## src/rtl/reg_dump_tx.sv

```systemverilog
// Register-file dump over UART: snapshots the 11 CPU registers and sends them as one
// 56-character ASCII hex line. Define REG_DUMP_PARITY_EN for 8E1 framing (default 8N1).
module reg_dump_tx #(
    parameter int CLK_DIV = 434
) (
    input  logic         clk,
    input  logic         rst,
    input  logic         start,
    input  logic [175:0] registersVGA,
    output logic         txd,
    output logic         busy,
    output logic         done
);

    localparam int CW = (CLK_DIV > 1) ? $clog2(CLK_DIV) : 1;
    localparam logic [CW-1:0] CNT_MAX   = CW'(CLK_DIV - 1);
    localparam logic [5:0]    LAST_CHAR = 6'd55;
    localparam logic [5:0]    CR_CHAR   = 6'd54;
    localparam logic [2:0]    SPACE_POS = 3'd4;

`ifdef REG_DUMP_PARITY_EN
    typedef enum logic [2:0] {
        S_IDLE   = 3'd0,
        S_START  = 3'd1,
        S_DATA   = 3'd2,
        S_PARITY = 3'd3,
        S_STOP   = 3'd4
    } state_t;
`else
    typedef enum logic [2:0] {
        S_IDLE  = 3'd0,
        S_START = 3'd1,
        S_DATA  = 3'd2,
        S_STOP  = 3'd3
    } state_t;
`endif

    state_t         state_q,    state_d;
    logic [CW-1:0]  cnt_q,      cnt_d;
    logic [2:0]     bit_q,      bit_d;
    logic [5:0]     char_idx_q, char_idx_d;
    logic [2:0]     pos_q,      pos_d;
    logic [175:0]   snap_q,     snap_d;
    logic           txd_q,      txd_d;
    logic           busy_q,     busy_d;
    logic           done_q,     done_d;
    logic [7:0]     cur_char_s;
    logic           bit_end_s;

    function automatic logic [7:0] hex_ascii(input logic [3:0] nib);
        logic [7:0] wide;
        wide = {4'h0, nib};
        if (nib < 4'd10) begin
            hex_ascii = 8'h30 + wide;
        end else begin
            hex_ascii = 8'h37 + wide;
        end
    endfunction

    function automatic logic even_parity(input logic [7:0] data);
        even_parity = ^data;
    endfunction

    // Character currently on the line; the snapshot shifts left one nibble per hex digit sent.
    always_comb begin
        cur_char_s = 8'h00;
        if (char_idx_q == CR_CHAR) begin
            cur_char_s = 8'h0D;
        end else if (char_idx_q == LAST_CHAR) begin
            cur_char_s = 8'h0A;
        end else if (pos_q == SPACE_POS) begin
            cur_char_s = 8'h20;
        end else begin
            cur_char_s = hex_ascii(snap_q[175:172]);
        end
    end

    assign bit_end_s = (cnt_q == CNT_MAX);

    // Next-state and registered-output logic; txd_d reflects the bit of the state being entered.
    always_comb begin
        state_d    = state_q;
        cnt_d      = cnt_q;
        bit_d      = bit_q;
        char_idx_d = char_idx_q;
        pos_d      = pos_q;
        snap_d     = snap_q;
        txd_d      = txd_q;
        busy_d     = busy_q;
        done_d     = 1'b0;

        case (state_q)
            S_IDLE: begin
                txd_d  = 1'b1;
                busy_d = 1'b0;
                cnt_d  = '0;
                if (start) begin
                    snap_d     = registersVGA;
                    char_idx_d = 6'd0;
                    pos_d      = 3'd0;
                    bit_d      = 3'd0;
                    state_d    = S_START;
                    txd_d      = 1'b0;
                    busy_d     = 1'b1;
                end else begin
                    state_d = S_IDLE;
                end
            end

            S_START: begin
                if (bit_end_s) begin
                    cnt_d   = '0;
                    bit_d   = 3'd0;
                    state_d = S_DATA;
                    txd_d   = cur_char_s[0];
                end else begin
                    cnt_d = cnt_q + CW'(1);
                end
            end

            S_DATA: begin
                if (bit_end_s) begin
                    cnt_d = '0;
                    if (bit_q == 3'd7) begin
`ifdef REG_DUMP_PARITY_EN
                        state_d = S_PARITY;
                        txd_d   = even_parity(cur_char_s);
`else
                        state_d = S_STOP;
                        txd_d   = 1'b1;
`endif
                    end else begin
                        bit_d = bit_q + 3'd1;
                        txd_d = cur_char_s[bit_q + 3'd1];
                    end
                end else begin
                    cnt_d = cnt_q + CW'(1);
                end
            end

`ifdef REG_DUMP_PARITY_EN
            S_PARITY: begin
                if (bit_end_s) begin
                    cnt_d   = '0;
                    state_d = S_STOP;
                    txd_d   = 1'b1;
                end else begin
                    cnt_d = cnt_q + CW'(1);
                end
            end
`endif

            // The end of the stop bit also decides the next character (no idle gap).
            S_STOP: begin
                if (bit_end_s) begin
                    cnt_d = '0;
                    if (pos_q != SPACE_POS) begin
                        snap_d = {snap_q[171:0], 4'h0};
                        pos_d  = pos_q + 3'd1;
                    end else begin
                        pos_d  = 3'd0;
                    end
                    if (char_idx_q == LAST_CHAR) begin
                        state_d = S_IDLE;
                        txd_d   = 1'b1;
                        busy_d  = 1'b0;
                        done_d  = 1'b1;
                    end else begin
                        char_idx_d = char_idx_q + 6'd1;
                        state_d    = S_START;
                        txd_d      = 1'b0;
                    end
                end else begin
                    cnt_d = cnt_q + CW'(1);
                end
            end

            default: begin
                state_d = S_IDLE;
                cnt_d   = '0;
                txd_d   = 1'b1;
                busy_d  = 1'b0;
            end
        endcase
    end

    // State and output registers with synchronous reset taking priority over start.
    always_ff @(posedge clk) begin
        if (rst) begin
            state_q    <= S_IDLE;
            cnt_q      <= '0;
            bit_q      <= 3'd0;
            char_idx_q <= 6'd0;
            pos_q      <= 3'd0;
            snap_q     <= 176'd0;
            txd_q      <= 1'b1;
            busy_q     <= 1'b0;
            done_q     <= 1'b0;
        end else begin
            state_q    <= state_d;
            cnt_q      <= cnt_d;
            bit_q      <= bit_d;
            char_idx_q <= char_idx_d;
            pos_q      <= pos_d;
            snap_q     <= snap_d;
            txd_q      <= txd_d;
            busy_q     <= busy_d;
            done_q     <= done_d;
        end
    end

    assign txd  = txd_q;
    assign busy = busy_q;
    assign done = done_q;

endmodule

```

## config.mk

```make
export PLATFORM = sky130hd
export DESIGN_NAME = reg_dump_tx
export DESIGN_NICKNAME = d
export VERILOG_FILES = /design/src/rtl/reg_dump_tx.sv
export SDC_FILE = /design/constraint.sdc
export NUM_CORES = 1
export LEC_CHECK = 0
export BUFFER_PORTS_ARGS = -buffer_cell sky130_fd_sc_hd__buf_2
export CAP_MARGIN = 20
export CORE_MARGIN = 1
export CORE_UTILIZATION = 61
export CTS_CLUSTER_SIZE = 12
export DETAILED_ROUTE_END_ITERATION = 10
export GPL_ROUTABILITY_DRIVEN = 0
export PLACE_DENSITY = 0.86
export SLEW_MARGIN = 20
export SYNTH_ARGS = -nofsm -noshare
export SYNTH_HDL_FRONTEND = slang
export SYNTH_SLANG_ARGS = --single-unit
```

## constraint.sdc

```tcl
create_clock -name clk -period 5.9 [get_ports clk]
set_clock_uncertainty 0.2 [all_clocks]
set_input_delay 0.295 -clock clk [delete_from_list [all_inputs] [get_ports clk]]
set_output_delay 0.295 -clock clk [all_outputs]
set_load 0.005 [all_outputs]
```

==> metrics.md <==
| Metric | Value |
|---|---|
| CP Class | reg2reg |
| Clk_lat worst skew | 0.49 ns |
| Worst-margin pin slew | 1.210 ns |
| Critical Path Start Type | flip-flop |
| Hold Violations, Final | 0 |
| Fin util | 81.27% |
| Multi-input logic area | 5335 µm² |
| CP endpoint | snap_q[66] |
| Setup TNS | 0 ns |
| Post-Synth XOR/XNOR Area | 1.134% |
| Worst flop-to-flop path endpoint | snap_q[66] |
| WL per Instance | 18.55 µm |
| CP endpoint kind | flip-flop |
| CORE AREA | 16000 µm² |
| DRC | 0 |
| VDD IR-drop max | 0.3534 mV |
| # fillers | 860 |
| Register area | 4044 µm² |
| Simple-gate portion of the synthesized area | 11.06% |
| RSZ-0062 raised after global routing | no |
| CTS tree | done |
| Area added between synthesis and finish | 29.54% |
| Cts bufs inserted | 22 |
| DIE AREA | 16970 µm² |
| Clk slew on worst S/H paths | 0.07 ns |
| Max Fclk | 262.8 MHz |
| Power per Cell Area | 411.3 nW/µm² |
| Slowest-stage cell, CP | a21oi_4 |
| Crit path from | cnt_q[3] |
| Gr usage total | 32.32% |
| Mapped Cells | 978 |
| Largest family of logic cells by synthesized area | compound AO/OA/AOI/OAI gates |
| Syn Nets | 1170 |
| IO Pins | 182 |
| R2R Path Start | cnt_q[3] |
| Die Wd | 130.3 µm |
| Largest area contributor in the netlist | dfxtp_1 |
| Syn Area/Cell | 10.26 µm² |
| Vias | 8698 |
| Post-DRT Antenna Nets | 0 |
| Post-Synth Adder-Cell Area | 1.620% |
| Setup violators final | 0 |
| Largest net degree at the start of global routing | 164 |
| Status | finished, final reports clean |
| First-pass GRT wire length | 43280 µm |
| Post-synth top area share | 40.28% |
| CP peak stage delay | 0.87 ns |
| Layout cell share with drive strength beyond 1 | 26.92% |
| Worst slew margin | 19.36% |
| Post-synthesis mux area share | 17.65% |
| Setup repair bufs after CTS | 0 |
| Drt first-iter violations | 708 |
| Synth Warn # | 0 |
| CP required | 6.07 ns |
| Final worst path period share | 64.51% |
| DP Wirelength | 13030 µm |
| H-Tree Depth | 1 |
| Synth top area cells | dfxtp_1, mux2i_1, a211oi_2 |
| Initial Utilization | 62.74% |
| R2R cell count | 7 |
| Class of the worst hold path | in2reg |
| Number of global-route vias before repair | 8845 |
| Flops & latches, synth | 202 |
| Port-buffer cells | 181 |
| Vias per cell | 5.826 |
| Final nets | 1452 |
| Internal reg-to-reg setup slack | 2.09 ns |
| Leak | 4.753 nW |
| Die height | 130.3 µm |
| Number of detailed-route iterations in the first pass | 5 |
| CP Data Arrival Time | 3.97 ns |
| Seq/Total Area, Yosys | 40.28% |
| Compound-Gate Fraction of Synth Area | 21.49% |
| Mapped Area | 10040 µm² |
| Final Max Tran Viols | 0 |
| Worst-path maximum fanout | 43 |
| Root Buffer | clkbuf_16 |
| Min Tclk post-route | 3.806 ns |
| Global route overflow | 0 |
| Sink Count | 202 |
| Final wirelength | 27700 µm |
| Worst path cell trace | or4b_4 > nor2_2 > nand2_1 > a21oi_4 > buf_4 > nor2_1 > a211oi_1 |
| Max-cap viol count | 0 |
| Num rows | 46 |
| Max clock buf depth | 3 |
| Initial antenna violation count | 1 |
| Cell variety after synth | 47 |
-- synth_stat cells (all sizes together) --
library cell  number
nand2             14
a22oi              1
buf               43
ha                13
a31oi              1
o21ai             11
a21oi             14
or4b               1
nand4              3
o32ai              1
and4b              1
dfxtp            202
nand3             10
xor2               8
nor3b              1
a32oi              1
nor3               5
a22o               4
or3                3
and4               1
mux2i            177
xnor2              5
and2               5
nor4               3
o211ai             3
clkbuf            42
a2111oi            1
nand2b             4
nand3b             1
o31ai              1
o21bai             1
nand4b             1
o21a               1
and3               2
or3b               1
nor2             202
a211oi           175
nor2b              5
inv               10
-- critical path: cells and delay by family, from the launching register on --
kind | cells | cell delay (ns)
AND/OR/NAND/NOR | 4 | 1.33
AO/OA/AOI/OAI | 2 | 1.25
buffers and inverters | 1 | 0.55
flip-flops | 1 | 0.34
-- cells in the final DEF, fill, tap and decap left out, drive strengths merged, types with 2 or more instances in the layout --
master and n:
o211ai 3, nor4 3, nor2 202, a21oi 14, inv 10, nand4 3, and3 2, clkbuf 38
nand2b 4, diode 3, o21ai 11, buf 186, and2 5, ha 13, mux2i 177, xor2 8
a211oi 175, nand2 14, dfxtp 202, or3 3, a22o 4, xnor2 5, nor2b 5, nand3 10
nor3 5, dlygate4sd3 156
-- registers in the layout, indices dropped and copies added (netlist names) --
name        count
pos_q           3
done            1
cnt_q           9
state_q         2
char_idx_q      6
bit_q           3
busy            1
snap_q        176
txd             1
-- how the worst min path moves through the flow --
stage             endpoint              start  cells past startpoint
6_report       snap_q[121]  registersVGA[121]                      3
2_1_floorplan    snap_q[0]    registersVGA[0]                      1
3_5_place_dp     snap_q[0]          snap_q[0]                      1
3_3_place_gp      cnt_q[0]           cnt_q[0]                      1
4_1_cts        snap_q[165]  registersVGA[165]                      3
5_1_grt        snap_q[131]  registersVGA[131]                      3
-- layer usage --
layer	GRT usage, %	vias up	share of wire [%]
li1	-	4097	-
met1	35.79	4140	38
met2	58.70	346	52
met3	6.437	115	5.8
met4	16.14	0	4.6
met5	0	-	0
-- cell type report --
| class | count | share of cell area (%) |
|---|---|---|
| diodes | 3 | 0.05773 |
| inverters | 10 | 0.2887 |
| multi-input cells | 681 | 41.03 |
| well taps | 216 | 2.078 |
| repair buffers | 343 | 19.77 |
| flip-flops and latches | 202 | 31.10 |
| clock inverters | 1 | 0.2309 |
| clock buffers | 37 | 5.446 |
-- stage by stage --
| stage | hold slack (ns) | total power [mW] | area (µm²) | std cells | setup WS [ns] |
|---|---|---|---|---|---|
| floorplan | 0.2207 | 3.638 | 10040 | 978 | 3.666 |
| global placement | 0.2650 | 3.664 | 10700 | 1296 | 2.450 |
| detailed placement | 0.2789 | 3.749 | 10700 | 1296 | 2.337 |
| CTS | 0.0004158 | 5.224 | 12990 | 1489 | 2.318 |
| global route | 0.004691 | 5.616 | 13000 | 1491 | 1.961 |
| finish | 0.002785 | 5.348 | 13000 | 1493 | 2.094 |
-- report_power, final --
part,total (mW),leakage [nW],switching (mW),internal (mW)
clock network,1.40,0.362,0.542,0.855
logic,1.92,2.72,1.13,0.793
registers,2.03,1.67,0.263,1.76
-- kinds of logic after synthesis --
logic type | Yosys count
and+or+nand+nor | 263
AOI/OAI and AO/OA | 215
DFF | 202
muxes | 177
buffers and inverters | 95
xor gates and xnor gates | 13
adders and majority gates | 13
-- timing repair --
action | CTS | global route
resized for setup | 0 | 0
hold endpoints to repair | 155 | 1
hold buffers | 155 | 1
No activity file was read; power rests on OpenSTA's default activity.
